### config.mk
export PLATFORM = sky130hd
export DESIGN_NAME = frame_sched
export DESIGN_NICKNAME = d
export VERILOG_FILES = /design/src/rtl/frame_sched_pkg.sv /design/src/rtl/frame_sched_rr_arbiter.sv /design/src/rtl/frame_sched.sv
export SDC_FILE = /design/constraint.sdc
export NUM_CORES = 1
export LEC_CHECK = 0
export BUFFER_PORTS_ARGS = -buffer_cell sky130_fd_sc_hd__buf_2
export CELL_PAD_IN_SITES_DETAIL_PLACEMENT = 1
export CELL_PAD_IN_SITES_GLOBAL_PLACEMENT = 1
export CORE_ASPECT_RATIO = 0.6
export CORE_UTILIZATION = 46
export DETAILED_ROUTE_END_ITERATION = 7
export MAX_ROUTING_LAYER = met4
export PLACE_DENSITY = 0.81
export SYNTH_ARGS = -nofsm -noshare
export SYNTH_HDL_FRONTEND = slang
export SYNTH_HIERARCHICAL = 1
export SYNTH_SLANG_ARGS = --single-unit
export TNS_END_PERCENT = 30
### constraint.sdc
create_clock -name wrClk -period 7.9 [get_ports wrClk]
set_input_delay 1.58 -clock wrClk [delete_from_list [all_inputs] [get_ports wrClk]]
set_output_delay 1.58 -clock wrClk [all_outputs]
set_load 0.02 [all_outputs]
### src/rtl/frame_sched_pkg.sv
// Shared constants for the frame write scheduler: FSM encodings,
// frame geometry and the header field layout.
package frame_sched_pkg;

    // FSM state encodings
    typedef logic [1:0] state_t;
    localparam state_t S_IDLE  = 2'd0;
    localparam state_t S_FILL  = 2'd1;
    localparam state_t S_EMIT  = 2'd2;
    localparam state_t S_ABORT = 2'd3;

    // Frame geometry: one header word followed by the payload slots
    localparam int FRAME_WORDS   = 8;
    localparam int PAYLOAD_WORDS = 7;

    // Header layout: {tag, source id, payload count, sequence number}
    localparam logic [3:0] HDR_TAG     = 4'hA;
    localparam int         HDR_TAG_LSB = 12;
    localparam int         HDR_TAG_W   = 4;
    localparam int         HDR_SRC_LSB = 10;
    localparam int         HDR_SRC_W   = 2;
    localparam int         HDR_CNT_LSB = 7;
    localparam int         HDR_CNT_W   = 3;
    localparam int         HDR_SEQ_LSB = 0;
    localparam int         HDR_SEQ_W   = 7;

    function automatic logic [15:0] make_header(input logic [HDR_SRC_W-1:0] src,
                                                input logic [HDR_CNT_W-1:0] cnt,
                                                input logic [HDR_SEQ_W-1:0] seq);
        logic [15:0] h;
        h = '0;
        h[HDR_TAG_LSB +: HDR_TAG_W] = HDR_TAG;
        h[HDR_SRC_LSB +: HDR_SRC_W] = src;
        h[HDR_CNT_LSB +: HDR_CNT_W] = cnt;
        h[HDR_SEQ_LSB +: HDR_SEQ_W] = seq;
        return h;
    endfunction

endpackage

### src/rtl/frame_sched_rr_arbiter.sv
// Combinational round-robin arbiter: grants the first requester found at
// or after the pointer, wrapping modulo NSRC. Returns one-hot and index.
module rr_arbiter #(
    parameter int NSRC  = 2,
    parameter int IDX_W = 2
) (
    input  logic [NSRC-1:0]  req,
    input  logic [IDX_W-1:0] ptr,
    output logic [NSRC-1:0]  grantOh,
    output logic [IDX_W-1:0] grantIdx,
    output logic             anyGrant
);

    // Scan distances from farthest to nearest so the nearest requester wins
    always_comb begin
        grantOh  = '0;
        grantIdx = '0;
        anyGrant = 1'b0;
        for (int k = NSRC - 1; k >= 0; k--) begin
            for (int i = 0; i < NSRC; i++) begin
                if (i == ((int'(ptr) + k) % NSRC) && req[i]) begin
                    grantOh    = '0;
                    grantOh[i] = 1'b1;
                    grantIdx   = IDX_W'(i);
                    anyGrant   = 1'b1;
                end
            end
        end
    end

endmodule

### src/rtl/frame_sched.sv
// Write-side scheduler for the 8-word-frame packet buffer. One source at a
// time fills a 7-word local buffer; the frame is then emitted as a header
// plus payload on consecutive cycles. Loss of sync aborts the frame with a
// one-cycle PacketReset pulse.
//
// Handshake: a word on source i transfers on a rising wrClk edge where
// srcValid[i] and srcReady[i] are both high; srcValid must hold with stable
// data until that edge. srcReady is only ever high for the granted source
// while filling with sync high.
module frame_sched
    import frame_sched_pkg::*;
#(
    parameter int          NSRC         = 2,
    parameter int          FLUSH_CYCLES = 64,
    parameter logic [15:0] PAD_WORD     = 16'h0000
) (
    input  logic               wrClk,
    input  logic               rst,
    input  logic               sync,
    input  logic [NSRC-1:0]    srcValid,
    input  logic [NSRC-1:0]    srcLast,
    input  logic [16*NSRC-1:0] srcData,
    output logic [NSRC-1:0]    srcReady,
    output logic               WdAvail,
    output logic [15:0]        PacketWd,
    output logic               PacketReset,
    output logic [15:0]        abortCount,
    output logic [1:0]         dbgState
);

    localparam int             TO_W    = $clog2(FLUSH_CYCLES) + 1;
    localparam logic [TO_W-1:0] TO_LAST = TO_W'(FLUSH_CYCLES - 1);

    state_t          state;
    logic [1:0]      grant;
    logic [NSRC-1:0] grantOhQ;
    logic [2:0]      count;
    logic [TO_W-1:0] timeout;
    logic [6:0]      seq;
    logic [1:0]      rrPtr;
    logic [2:0]      emitIdx;
    logic [15:0]     payload [PAYLOAD_WORDS];

    logic [NSRC-1:0] arbOh;
    logic [1:0]      arbIdx;
    logic            arbAny;
    logic [15:0]     selData;
    logic            selLast;
    logic            accept;
    logic            closeOnAccept;
    logic [2:0]      slot;
    logic [15:0]     emitWord;
    logic [1:0]      nextPtr;

    rr_arbiter #(.NSRC(NSRC), .IDX_W(2)) u_arb (
        .req      (srcValid),
        .ptr      (rrPtr),
        .grantOh  (arbOh),
        .grantIdx (arbIdx),
        .anyGrant (arbAny)
    );

    assign dbgState = state;

    // Only the granted source may transfer, and only while filling in sync
    always_comb begin
        srcReady = '0;
        if (!rst && state == S_FILL && sync) srcReady = grantOhQ;
    end

    // Route the granted source's word and last flag
    always_comb begin
        selData = '0;
        selLast = 1'b0;
        for (int i = 0; i < NSRC; i++) begin
            if (grantOhQ[i]) begin
                selData = srcData[16*i +: 16];
                selLast = srcLast[i];
            end
        end
    end

    assign accept        = (state == S_FILL) && sync && |(srcValid & grantOhQ);
    assign closeOnAccept = accept && ((count == 3'(PAYLOAD_WORDS - 1)) || selLast);
    assign nextPtr       = (grant == 2'(NSRC - 1)) ? 2'd0 : grant + 2'd1;

    // Select the frame word for the current emit slot; unfilled slots pad
    always_comb begin
        slot = emitIdx - 3'd1;
        if (emitIdx == 3'd0) begin
            emitWord = make_header(grant, count, seq);
        end else if (slot >= count) begin
            emitWord = PAD_WORD;
        end else begin
            emitWord = payload[slot];
        end
    end

    // Payload capture; contents are only meaningful below count
    always_ff @(posedge wrClk) begin
        if (accept) payload[count] <= selData;
    end

    // Scheduler FSM and registered frame outputs
    always_ff @(posedge wrClk) begin
        if (rst) begin
            state       <= S_IDLE;
            grant       <= '0;
            grantOhQ    <= '0;
            count       <= '0;
            timeout     <= '0;
            seq         <= '0;
            rrPtr       <= '0;
            emitIdx     <= '0;
            WdAvail     <= 1'b0;
            PacketWd    <= '0;
            PacketReset <= 1'b0;
            abortCount  <= '0;
        end else begin
            WdAvail     <= 1'b0;
            PacketReset <= 1'b0;
            case (state)
                S_IDLE: begin
                    if (sync && arbAny) begin
                        grant    <= arbIdx;
                        grantOhQ <= arbOh;
                        count    <= '0;
                        timeout  <= '0;
                        state    <= S_FILL;
                    end
                end
                S_FILL: begin
                    if (!sync) begin
                        PacketReset <= 1'b1;
                        if (abortCount != 16'hFFFF) abortCount <= abortCount + 16'd1;
                        state <= S_ABORT;
                    end else if (accept) begin
                        count   <= count + 3'd1;
                        timeout <= '0;
                        if (closeOnAccept) begin
                            emitIdx <= '0;
                            state   <= S_EMIT;
                        end
                    end else if (timeout == TO_LAST && count != 3'd0) begin
                        emitIdx <= '0;
                        state   <= S_EMIT;
                    end else if (timeout != TO_LAST) begin
                        timeout <= timeout + TO_W'(1);
                    end
                end
                S_EMIT: begin
                    if (!sync) begin
                        PacketReset <= 1'b1;
                        if (abortCount != 16'hFFFF) abortCount <= abortCount + 16'd1;
                        state <= S_ABORT;
                    end else begin
                        WdAvail  <= 1'b1;
                        PacketWd <= emitWord;
                        emitIdx  <= emitIdx + 3'd1;
                        if (emitIdx == 3'(FRAME_WORDS - 1)) begin
                            seq   <= seq + 7'd1;
                            rrPtr <= nextPtr;
                            state <= S_IDLE;
                        end
                    end
                end
                default: begin
                    state <= S_IDLE;
                end
            endcase
        end
    end

endmodule

==> metrics.cfg <==
[outcome]
status=completed

[routing]
firstDrtPassIters=6
ant_nets=0
wl_met1_mm=9.19
vias_per_cell=5.93
vias=5226
wire_per_inst_um=22.5
first_iter_violations=463
drt_wl_total_mm=19.8
wl_met2_mm=9.49
drc=0
wl_met3_um=869
routed.top_layer=met4

[floorplanning]
die-height_um=101
io_pins=77
dieArea_um2=16900
initial_utilization_pct=48.0
die_w_um=167
core_area_um2=15700
rows=35

[clock_network]
cts_hold_buf=0
postCtsSetupRepairBufs=0
clockRootBuffer=clkbuf_16
cts_tree=built
clock_sinks=173
clk_latency_ps=430
cts_resized=0
htree_levels=4
numCtsBuffers=17
cts_buffer_depth=2
clkTransAtPathRegs_ps=60

[logic_synthesis]
synth_area_um2=7520
yosys_warnings=6
avgSynthCellArea_um2=12.6
postSynthCellCount=598
syn_nets=653

[layout]
drive_gt1_share_pct=22.7
final_common_cell=edfxtp_1
stdcell_area_um2=8690
layout.nets=721
fin_cells=882
num_antenna_cells=0
area_growth_pct=15.5
final_cell_mix=112 x edfxtp_1, 76 x buf_2, 63 x nor2_1

[placement]
place_ws_ps=3800
routabilityCongestion=0.813
dpl.hpwl_mm=13.2
io_buffers=76
placed_cell_area_um2=8090
dp.cells=850

[global_routing]
antenna_found_initial=0
grt_pass1_vias=5595
grt.overflow.total=0
grt_usage_pct=25.8
grt_max_degree=60
grt_pass1_wl_mm=31.3

[sta]
period_share_pct=51.8
rsz0062_at_grt=false
worst_pin_slew_ps=1080
relSlewSlack_pct=27.9
fin_ws_ps=3810
finalSetupViolations=0
worst_clock_skew_ps=10.2
fmax_mhz=245
min_period_ps=4090
slew_viol_final=0
hold_viol_final=0
setup_tns_ps=0

[setup_path]
cp_max_fo=59
cp-start-kind=primary input
endpoint=srcReady[1]
cp-end-kind=primary output
worstSetupStartpoint=rst
crit_arrival_ps=2510
r2r-end=payload[4][6]
rrSetupSlack_ps=4780
crit_type=in -> out
rr_worst_depth=4
crit_required_ps=6320
r2r_start=grantOhQ[1]

[power_and_ir_drop]
p_leak_uw=0.00308
p_total_uw=2160
power_per_cell_area_nw_per_um2=249
ir_worst_vdd_v=0.000111

[flow_run]
cap_violations=0

[hold_path]
hold_class=reg -> reg

## worst max-delay path, stage by stage
cell and delay [ps]:
buf_2 80, buf_4 530, nor3b_1 120, buf_2 190
## flip-flops by register name, summed over array words and instances, names as in the netlist
register and flops:
payload 112, PacketWd 16, abortCount 16, seq 7, timeout 7, count 3, emitIdx 3, dbgState 2
grantOhQ 2, grant 2, PacketReset 1, WdAvail 1, rrPtr 1
## metrics by stage
stage | hold slack, ps | util [%]
after floorplan | 458 | -
after global placement | 460 | 51.6
after detailed placement | 491 | 51.6
after CTS | 501 | 55.4
after global routing | 523 | 55.4
final | 501 | 55.4
## worst min path at each step
stage	cells past startpoint	to	startpoint
5_1_grt	2	emitIdx[1]	emitIdx[1]
6_report	2	emitIdx[1]	emitIdx[1]
3_3_place_gp	2	PacketWd[12]	PacketWd[12]
2_1_floorplan	2	timeout[5]	timeout[5]
4_1_cts	2	emitIdx[1]	emitIdx[1]
3_5_place_dp	2	PacketWd[12]	PacketWd[12]
## per-layer routing
| metal | track usage, % | up-vias |
|---|---|---|
| met1 | 33.6 | 2683 |
| li1 | - | 2369 |
| met3 | 4.24 | 30 |
| met5 | - | - |
| met4 | 7.98 | 0 |
| met2 | 41.7 | 144 |
## cell type report
type / instances / area [µm²]
Timing Repair Buffer: 82 / 425
Sequential cell: 173 / 4590
Multi-Input combinational cell: 378 / 2770
Inverter: 14 / 52.6
Fill cell: 1605 / 6990
Clock inverter: 14 / 155
Clock buffer: 18 / 450
Tap cell: 203 / 254
## report_power, final
group / leakage, µW / internal, µW / total, µW / switching, µW
Clock: 0.000311 / 492 / 870 / 378
Sequential: 0.00153 / 995 / 1020 / 25.4
Combinational: 0.00124 / 92.1 / 271 / 179
Total: 0.00308 / 1580 / 2160 / 582
No activity file was read; power rests on OpenSTA's default activity.
